**config.mk**
```make
export PLATFORM = sky130hd
export DESIGN_NAME = l2_arbiter
export DESIGN_NICKNAME = d
export VERILOG_FILES = /design/src/rtl/l2_arbiter.sv
export SDC_FILE = /design/constraint.sdc
export NUM_CORES = 1
export LEC_CHECK = 0
export ABC_AREA = 0
export ABC_CLOCK_PERIOD_IN_PS = 1600
export CAP_MARGIN = 25
export CELL_PAD_IN_SITES_DETAIL_PLACEMENT = 1
export CELL_PAD_IN_SITES_GLOBAL_PLACEMENT = 1
export CORE_AREA = 2 2 324 326
export DETAILED_ROUTE_END_ITERATION = 7
export DIE_AREA = 0 0 326 328
export GPL_TIMING_DRIVEN = 0
export PLACE_DENSITY = 0.51
export SYNTH_ARGS = -nofsm -noshare
export SYNTH_HDL_FRONTEND = slang
export SYNTH_SLANG_ARGS = --single-unit
```
**constraint.sdc**
```tcl
create_clock -name clk -period 1.6 [get_ports clk]
set_clock_uncertainty 0.1 [all_clocks]
set_input_delay 0.24 -clock clk [delete_from_list [all_inputs] [get_ports clk]]
set_output_delay 0.24 -clock clk [all_outputs]
set_load 0.01 [all_outputs]
```
**src/rtl/l2_arbiter.sv**
```systemverilog
// l2_arbiter: serialises cacheline requests from the I-side prefetcher and
// the D-cache onto a single L2 port and steers the L2 completion pulse back
// to whichever side was granted.
//
// Ports
//   clk, rst_n                 clock (rising edge), async active-low reset
//   i_read/i_write/i_address/i_wdata   I-side level request, held until i_resp
//   i_resp, i_rdata            I-side completion pulse and read data
//   d_read/d_write/d_address/d_wdata   D-side level request, held until d_resp
//   d_resp, d_rdata            D-side completion pulse and read data
//   l2_read/l2_write/l2_address/l2_wdata   request toward the L2 cache
//   l2_resp, l2_rdata          L2 completion pulse and read data
module l2_arbiter #(
   parameter int ADDR_WIDTH = 16,
   parameter int LINE_WIDTH = 128,
   parameter int RR_MODE    = 1
) (
   input  logic                  clk,
   input  logic                  rst_n,
   input  logic                  i_read,
   input  logic                  i_write,
   input  logic [ADDR_WIDTH-1:0] i_address,
   input  logic [LINE_WIDTH-1:0] i_wdata,
   output logic                  i_resp,
   output logic [LINE_WIDTH-1:0] i_rdata,
   input  logic                  d_read,
   input  logic                  d_write,
   input  logic [ADDR_WIDTH-1:0] d_address,
   input  logic [LINE_WIDTH-1:0] d_wdata,
   output logic                  d_resp,
   output logic [LINE_WIDTH-1:0] d_rdata,
   output logic                  l2_read,
   output logic                  l2_write,
   output logic [ADDR_WIDTH-1:0] l2_address,
   output logic [LINE_WIDTH-1:0] l2_wdata,
   input  logic                  l2_resp,
   input  logic [LINE_WIDTH-1:0] l2_rdata
);

   typedef enum logic [1:0] {IDLE, GRANT_I, GRANT_D} state_e;

   state_e                state_q, state_d;
   logic                  last_d_q, last_d_d;   // 1: D was granted most recently
   logic                  rd_q, rd_d;
   logic                  wr_q, wr_d;
   logic [ADDR_WIDTH-1:0] addr_q, addr_d;
   logic [LINE_WIDTH-1:0] wdata_q, wdata_d;

   logic req_i, req_d, pick_d;

   assign req_i = i_read | i_write;
   assign req_d = d_read | d_write;

   // D wins when it is alone, or on a tie when fixed priority is selected
   // or when I had the previous grant under round-robin.
   assign pick_d = req_d & (~req_i | (RR_MODE == 0) | ~last_d_q);

   always_ff @(posedge clk or negedge rst_n) begin
      if (!rst_n) begin
         state_q  <= IDLE;
         last_d_q <= 1'b1;
         rd_q     <= 1'b0;
         wr_q     <= 1'b0;
         addr_q   <= '0;
         wdata_q  <= '0;
      end else begin
         state_q  <= state_d;
         last_d_q <= last_d_d;
         rd_q     <= rd_d;
         wr_q     <= wr_d;
         addr_q   <= addr_d;
         wdata_q  <= wdata_d;
      end
   end

   always_comb begin
      state_d  = state_q;
      last_d_d = last_d_q;
      rd_d     = rd_q;
      wr_d     = wr_q;
      addr_d   = addr_q;
      wdata_d  = wdata_q;
      i_resp   = 1'b0;
      d_resp   = 1'b0;
      case (state_q)
         IDLE: begin
            if (req_i | req_d) begin
               state_d  = pick_d ? GRANT_D : GRANT_I;
               last_d_d = pick_d;
               rd_d     = pick_d ? d_read    : i_read;
               wr_d     = pick_d ? d_write   : i_write;
               addr_d   = pick_d ? d_address : i_address;
               wdata_d  = pick_d ? d_wdata   : i_wdata;
            end
         end
         // A requestor that dropped its request (abort) still holds the
         // grant until L2 answers; that answer is swallowed.
         GRANT_I: begin
            if (l2_resp) begin
               i_resp  = req_i;
               state_d = IDLE;
            end
         end
         GRANT_D: begin
            if (l2_resp) begin
               d_resp  = req_d;
               state_d = IDLE;
            end
         end
         default: state_d = IDLE;
      endcase
   end

   // L2 request is taken only from the latched copy so it stays stable
   // while the requestor's inputs move.
   assign l2_read    = rd_q & (state_q != IDLE);
   assign l2_write   = wr_q & (state_q != IDLE);
   assign l2_address = addr_q;
   assign l2_wdata   = wdata_q;

   assign i_rdata = l2_rdata;
   assign d_rdata = l2_rdata;

endmodule

```
==> metrics.md <==
| Metric | Value |
|---|---|
| Status | `finished with violations` |
| Failing checks | `setup timing` |
| CP endpoint | `l2_wdata[92]` |
| Min Tclk post-route | `1.940 ns` |
| NumNets Final | `1942` |
| Initial drt markers | `259` |
| Max Freq | `515.5 MHz` |
| Number of vias per cell | `3.041` |
| Synth area leader | `dfrtp_1` |
| Area Growth Syn to Fin | `122.7%` |
| Worst hold path class | `in -> async` |
| Wire per inst | `17.84 um` |
| Ratio of cells with drive above 1 in the final layout | `29.17%` |
| Crit start category | `register` |
| Reg-to-Reg End | `l2_wdata[92]` |
| RR Startpoint | `last_d_q` |
| Final Hold Viols | `0` |
| Clk Latency, worst-skew pair | `0.49 ns` |
| Leakage | `9.152 nW` |
| CP cell instances | `o21ai_2, and3_4, buf_12, buf_16, buf_6, a221o_1` |
| Worst slew margin | `54.73%` |
| Ys flop type | `dfrtp_1` |
| RSZ-0062 raised after global routing | `yes` |
| Tightest Pin Transition | `0.6791 ns` |
| HPWL after DPL | `42090 um` |
| Last weighted congestion value of the routability-driven placer | `0.8345` |
| Synth top area cells | `dfrtp_1 (43%), buf_4 (23%), a221o_1 (17%)` |
| Post-Syn Nets | `1205` |
| Antenna Nets Post-Route | `0` |
| CTS Buffer Depth | `2` |
| Die ar. | `106900 um^2` |
| CTS H-tree lvls | `4` |
| Critical path type | `reg -> reg` |
| R2R Setup Slk | `-0.34 ns` |
| Ys async rst share | `100.0%` |
| Number of global-route vias before repair | `10210` |
| Crit end category | `register` |
| Synth Cell Area | `8527 um^2` |
| GRT Total Usage | `9.315%` |
| Yosys warns | `0` |
| Slew Limit Fails | `0` |
| Tcrit/Tclk final | `121.2%` |
| Slowest stage delay, CP | `0.59 ns` |
| Worst setup margin | `-0.3400 ns` |
| Synth cell types | `26` |
| Routed WL | `51930 um` |
| Drt first pass iters | `4` |
| Sequential area share after synthesis | `43.74%` |
| Clock net sink count | `149` |
| Power Dens Cells | `1441 nW/um^2` |
| IO buf count | `698` |
| Initial Util | `8.262%` |
| Final setup fails | `149` |
| CP Max Fanout | `10` |
| Crit. Startpoint | `last_d_q` |
| Seq cells post-synth | `149` |
| CP max stage cell | `dfstp_2` |
| CP arrival | `2.21 ns` |
| Post-Syn Instances | `779` |
| Cells on worst reg2reg path | `6` |
| Die Wd | `326 um` |
| DRC Markers | `0` |
| Share of the synthesized area in the top cell type | `43.43%` |
| Syn avg cell area | `10.95 um^2` |
| DIE HEIGHT | `328 um` |
| Max cap viols | `0` |
| Reg clk slew, reported paths | `0.07 ns` |
| Detailed-route via count | `8851` |
| TritonCTS Buffers | `17` |
| Root Buffer | `clkbuf_16` |
| Initial antenna violation count | `6` |
| Core Util, Final | `18.40%` |
| GR Overflow Total | `0` |
| Pre-CTS setup slack | `-1.179 ns` |
| Pin count of the biggest net entering global routing | `77` |
| CTS tree | `done` |
| First-pass GRT wire length | `71750 um` |
| # IOs | `827` |
| Post-synth EDFFs | `0` |
| Placement Rows | `118` |
| Worst vdd ir | `757.4 uV` |
| Core area | `103200 um^2` |
| Worst path required time | `1.87 ns` |
## state kept, by name, indices dropped and copies added, names as in the netlist
| name | cells |
|---|---|
| l2_address | 16 |
| l2_wdata | 128 |
| last_d_q | 1 |
| rd_q | 1 |
| state_q | 2 |
| wr_q | 1 |
## critical path: cells and delay by family (launching register included)
family | cells | cell delay [ns]
flip-flops | 1 | 0.59
buffers and inverters | 3 | 0.48
AO/OA/AOI/OAI | 2 | 0.43
AND/OR/NAND/NOR | 1 | 0.20
## stage by stage
step	instances	area, um^2	setup TNS (ns)	hold slack, ns	total power [mW]
4_1_cts	2899	18470	-78.88	0.1715	28.28
2_1_floorplan	779	8880	-12.91	-0.1556	14.24
3_5_place_dp	2860	17660	-135.88	0.1570	22.91
6_report	2911	18990	-44.05	0.2068	27.36
3_3_place_gp	2857	17590	-1190.47	0.3683	22.53
5_1_grt	2911	18990	-55.10	0.2000	29.36
## cells in the mapped netlist, types with 3 or more instances
master / count
a221o_1: 144
dfrtp_1: 148
clkbuf_1: 31
inv_1: 5
a21oi_1: 3
buf_6: 14
ha_1: 3
and2_1: 144
buf_4: 257
nor2b_1: 3
and3_1: 5
## placed cells by master (no fill, tap or decap), drive strengths merged
cell	instances
o41ai	1
inv	11
clkbuf	45
nand2b	2
diode	2
and3	5
or2	2
buf	306
clkinv	5
clkdlybuf4s15	8
o22ai	2
o21ai	3
dfstp	1
and2	144
a221o	144
ha	3
dlygate4sd3	1
clkinvlp	1
o21bai	1
dlymetal6s2s	132
nand4	1
clkdlybuf4s50	548
nand2	2
dfrtp	148
nor4	1
o2111ai	1
nor2b	3
bufinv	2
dlygate4sd2	1
nand3	2
a21oi	3
## power breakdown
group,internal [mW],switching (mW)
clock,2.39,2.11
combinational,9.16,7.03
sequential,5.67,0.996
total,17.2,10.1
## layer usage
metal	share of wire, %	track usage (%)
met5	0.023	0
met4	2.7	3.126
met3	8.8	3.822
met2	52	16.89
met1	36	9.667
## how the worst min path moves through the flow
stage,from,end,slack (ns),cells past startpoint
2_1_floorplan,rst_n,l2_address[0],-0.16,0
3_3_place_gp,rd_q,rd_q,0.37,2
3_5_place_dp,rst_n,l2_wdata[55],0.16,1
4_1_cts,d_wdata[93],l2_wdata[93],0.17,2
5_1_grt,d_wdata[93],l2_wdata[93],0.20,2
6_report,rst_n,l2_wdata[55],0.21,2
## timing repair
item / in CTS / in global routing
gates resized for setup: 100 / 163
pin swaps: 10 / 5
gates cloned: 0 / 1
buffers inserted: 6 / 10
setup endpoints to repair: 295 / 284
hold buffers: 1 / 0
endpoints found under the hold margin: 73 / 0
## cells by family (layout without fill, tap and decap cells)
group                      count (synthesis)  in the layout  share of synthesized area [%]
and+or+nand+nor                          162            162                          11.80
AOI/OAI and AO/OA                        155            155                          17.78
adders and majority gates                  3              3                         0.4403
buffers and inverters                    310           1060                          26.24
other                                      0              2                              0
DFF                                      149            149                          43.74
## area by class of cell
| type | count | area, um^2 |
|---|---|---|
| antenna | 2 | 5.005 |
| tap | 1380 | 1727 |
| inverter | 5 | 18.77 |
| buffer | 304 | 2571 |
| fill | 11840 | 84210 |
| multi-input combinational | 320 | 2780 |
| sequential | 149 | 3731 |
| clock buffer | 18 | 439.2 |
| clock inverter | 14 | 167.7 |
| timing repair buffer | 719 | 7547 |
Note: power is estimated with default switching activity, not from simulation.
